## config.mk

```make
export PLATFORM = sky130hd
export DESIGN_NAME = pb_debouncer
export DESIGN_NICKNAME = d
export VERILOG_FILES = /design/src/rtl/pb_debouncer.sv
export SDC_FILE = /design/constraint.sdc
export NUM_CORES = 1
export LEC_CHECK = 0
export CORE_MARGIN = 4
export CORE_UTILIZATION = 55
export DETAILED_ROUTE_END_ITERATION = 7
export PLACE_DENSITY = 0.73
export SYNTH_ARGS = -nofsm -noshare
export SYNTH_HDL_FRONTEND = slang
export SYNTH_SLANG_ARGS = --single-unit
```

## constraint.sdc

```tcl
create_clock -name clk -period 1.95 [get_ports clk]
set_input_delay 0.195 -clock clk [delete_from_list [all_inputs] [get_ports clk]]
set_output_delay 0.195 -clock clk [all_outputs]
set_load 0.05 [all_outputs]
```

## src/rtl/pb_debouncer.sv

```systemverilog
// Push-button conditioner: synchroniser, consecutive-sample debounce FSM, clean level and press strobe.
// Optional PB_RELEASE_PULSE_EN macro adds a one-cycle release strobe output.
module pb_debouncer #(
    parameter int SYNC_STAGES     = 2,
    parameter int DEBOUNCE_CYCLES = 500000
) (
    input  logic clk,
    input  logic reset,
    input  logic pbRaw,
    output logic pbLevel,
    output logic pbPulse
`ifdef PB_RELEASE_PULSE_EN
    ,
    output logic pbReleasePulse
`endif
);

    localparam int CNT_W = $clog2(DEBOUNCE_CYCLES + 1);
    localparam logic [CNT_W-1:0] CNT_LAST = CNT_W'(DEBOUNCE_CYCLES - 1);

    typedef enum logic [1:0] {
        IDLE_LOW,
        WAIT_HIGH,
        STABLE_HIGH,
        WAIT_LOW
    } state_t;

    logic [SYNC_STAGES-1:0] syncQ;
    logic [SYNC_STAGES-1:0] syncD;
    logic                   s;

    state_t                 stateQ;
    logic [CNT_W-1:0]       cntQ;
    logic                   levelQ;
    logic                   pulseQ;
`ifdef PB_RELEASE_PULSE_EN
    logic                   releaseQ;
`endif

    assign syncD = {syncQ[SYNC_STAGES-2:0], pbRaw};
    assign s     = syncQ[SYNC_STAGES-1];

    always_ff @(posedge clk) begin
        if (reset) begin
            syncQ <= '0;
        end else begin
            syncQ <= syncD;
        end
    end

    // Strobes default low every cycle, so each accepted edge yields exactly one pulse.
    always_ff @(posedge clk) begin
        if (reset) begin
            stateQ   <= IDLE_LOW;
            cntQ     <= '0;
            levelQ   <= 1'b0;
            pulseQ   <= 1'b0;
`ifdef PB_RELEASE_PULSE_EN
            releaseQ <= 1'b0;
`endif
        end else begin
            pulseQ   <= 1'b0;
`ifdef PB_RELEASE_PULSE_EN
            releaseQ <= 1'b0;
`endif
            case (stateQ)
                IDLE_LOW: begin
                    if (s) begin
                        stateQ <= WAIT_HIGH;
                        cntQ   <= CNT_W'(1);
                    end else begin
                        cntQ   <= '0;
                    end
                end
                WAIT_HIGH: begin
                    if (!s) begin
                        stateQ <= IDLE_LOW;
                        cntQ   <= '0;
                    end else if (cntQ == CNT_LAST) begin
                        stateQ <= STABLE_HIGH;
                        cntQ   <= '0;
                        levelQ <= 1'b1;
                        pulseQ <= 1'b1;
                    end else begin
                        cntQ   <= cntQ + 1'b1;
                    end
                end
                STABLE_HIGH: begin
                    if (!s) begin
                        stateQ <= WAIT_LOW;
                        cntQ   <= CNT_W'(1);
                    end
                end
                WAIT_LOW: begin
                    if (s) begin
                        stateQ <= STABLE_HIGH;
                        cntQ   <= '0;
                    end else if (cntQ == CNT_LAST) begin
                        stateQ   <= IDLE_LOW;
                        cntQ     <= '0;
                        levelQ   <= 1'b0;
`ifdef PB_RELEASE_PULSE_EN
                        releaseQ <= 1'b1;
`endif
                    end else begin
                        cntQ   <= cntQ + 1'b1;
                    end
                end
                default: begin
                    stateQ <= IDLE_LOW;
                    cntQ   <= '0;
                    levelQ <= 1'b0;
                end
            endcase
        end
    end

    assign pbLevel = levelQ;
    assign pbPulse = pulseQ;
`ifdef PB_RELEASE_PULSE_EN
    assign pbReleasePulse = releaseQ;
`endif

endmodule

```

==> results.ini <==
[placement]
portBuffers=4
gp_congestion=0.883
dpl.hpwl_um=2140

[timing]
final_hold_viol_count=0
fmax_mhz=543
finalMaxSlewViolations=0
finalClockSkew_ns=0.0148
tightest_slew_ns=0.494
finalSetupViolations=0
slew_headroom_pct=67.0
setup_tns_ns=0
final.period_utilization_pct=94.5
period_minus_slack_ns=1.84

[worst_setup_path]
critPathKind=register to register
crit_arrival_ns=2.08
cp.required_ns=2.19
end_kind=register
cp-start-kind=register
cp_max_fo=8

[global_routing]
antenna_found_initial=0
gr-usage-met3_pct=4.60
top_usage_layer=met2
track_usage_pct=19.8
grt_pass1_wl_um=5090
met1_usage_pct=25.6
use_met2_pct=32.0
overflow=0
grt_max_degree=14
first_global_vias=1098

[clock_network]
worstSkewPairLatency_ns=0.32
hold_buffers=0
postCtsSetupBuffers=0
cts.sinks=25
numCtsBuffers=3
cts.path.max_buffers=2
cts_root_buf=clkbuf_4
cts_max_level=1
clk_pin_slew_ns=0.14
cts_tree=done

[route]
viasPerCell=6.40
drt_pass1_iterations=6
drtIter0Drc=91
drtAntennaViolNets=0
drc=0
via_count=1203
finalWirelength_um=2990
wire_per_inst_um=15.9

[yosys]
synth_edf_count=0
ys_types=44
synthTopCellsByArea=dfxtp_1, nand3_1, nor2_1, xor2_1, nand2_1
synth.cell_area_sq_mm=0.00129
yosysSeqAreaShare_pct=38.7
netlist_instances=149
syn_area_per_cell_sq_um=8.67
synth_fp_nets=153
ys_ff_latch=25
ys.flop_type=dfxtp_1
async_flop_share_pct=0
yosys.area.top_type=dfxtp_1
yosys_warnings=0
yosysTopAreaCellShare_pct=38.7

[die]
die_area_sq_mm=0.00319
fp.dieH_um=56.5
io_pins=5
initial_core_util_pct=57.9
rows=17
die_x_um=56.5
core_sq_mm=0.00223

[finish]
seqCellArea_sq_um=503
layout-drive-gt1-share_pct=13.1
synthToLayoutAreaGrowth_pct=10.9
fillCellCount=202
fin_util_pct=64.2
diodes=0
multi_input_area_sq_um=766
layout.nets=165

[status]
status=finished clean

[min_path]
min_path_type=input pin to register

[power]
powerDensity_mw_per_mm2=550
vdd_drop_max_uv=451
p_leak_nw=0.532

[flow_run]
drv_cap=0

[metal layers]
layer  vias up  wire length, um
li1        567                -
met1       557             1260
met2        62             1400
met3        17              234
met4         0               91
met5         -                0
[worst max-delay path: stages (launching register included)]
cell and delay [ns]:
dfxtp_2 0.40, ha_1 0.22, and3_1 0.23, and4_1 0.25, a211oi_2 0.09, buf_4 0.19
a21o_1 0.16, a22o_1 0.22
[placed cells by master (no fill, tap or decap), types with 4 or more instances in the layout]
cell,count
dfxtp_1,23
nor2_1,18
nand3_1,16
nand2_1,13
buf_4,7
xor2_1,6
and3_1,5
nand4_1,5
a21oi_1,5
mux2i_1,4
clkdlybuf4s50_1,4
[path summary, 6_finish.rpt]
| check | startpoint | endpoint | slack (ns) | cells after the start |
|---|---|---|---|---|
| setup reg to reg | cntQ[0]$_SDFFE_PP0P_ | cntQ[5]$_SDFFE_PP0P_ | 0.11 | 7 |
| hold reg to reg | syncQ[0]$_SDFF_PP0_ | syncQ[1]$_SDFF_PP0_ | 0.46 | 1 |
| hold / removal | pbRaw | syncQ[0]$_SDFF_PP0_ | 0.41 | 2 |
| setup / recovery | cntQ[0]$_SDFFE_PP0P_ | cntQ[5]$_SDFFE_PP0P_ | 0.11 | 7 |
[cells by family (layout without fill, tap and decap cells)]
family          after synthesis  after routing  synth area share (%)
simple gates                 86             86                  38.2
flops                        25             25                  38.7
compound gates               19             19                  11.2
xor+xnor                      7              7                  5.32
buf+inv                       7             18                  2.42
mux                           4              4                  3.10
fa+ha+maj                     1              1                 0.968
[flip-flops by register name, indices dropped and copies added, names as in the netlist, named ones only]
name	cells
syncQ	2
pbPulse	1
cntQ	19
pbLevel	1
stateQ	1
[power by group]
group	switching [W]	total, W	internal, W
clock	0.000155	0.000235	0.0000801
combinational	0.0000189	0.0000327	0.0000138
sequential	0.00000478	0.000521	0.000516
[synth_stat cells, types with 2 or more instances]
master    count
nor3_1        2
and4_1        2
nand4_1       5
nor2b_1       3
dfxtp_1      25
nor3b_1       2
nand2_1      13
o41ai_1       2
a22o_1        2
nor4bb_1      2
o21ai_0       2
inv_1         3
nor2_1       18
mux2i_1       4
nand3_1      16
nor4_2        2
and3b_1       2
and3_1        5
xor2_1        6
a21o_1        3
or4_1         3
a21oi_1       5
[metrics by stage]
stage	worst slack, ns	total power (W)	std cells	hold WS (ns)	instance area (sq um)
2_1_floorplan	0.240	0.000552	149	0.323	1290
3_3_place_gp	0.166	0.000564	184	0.440	1400
3_5_place_dp	0.118	0.000564	184	0.440	1400
4_1_cts	0.0689	0.000791	188	0.406	1430
5_1_grt	-0.00184	0.000813	188	0.415	1430
6_report	0.107	0.000788	188	0.406	1430
[final cells by class]
class | instances | area share, %
clock buffers | 4 | 1.83
inverters | 3 | 0.785
multi-input cells | 117 | 53.4
flip-flops and latches | 25 | 35.1
well taps | 28 | 2.44
repair buffers | 11 | 6.46
[repair_timing]
item | 4_1_cts | 5_1_grt
gates resized for setup | 0 | 3
endpoints found under the hold margin | 0 | 0
endpoints found under the setup margin | 0 | 8
No activity file was read; power rests on OpenSTA's default activity.
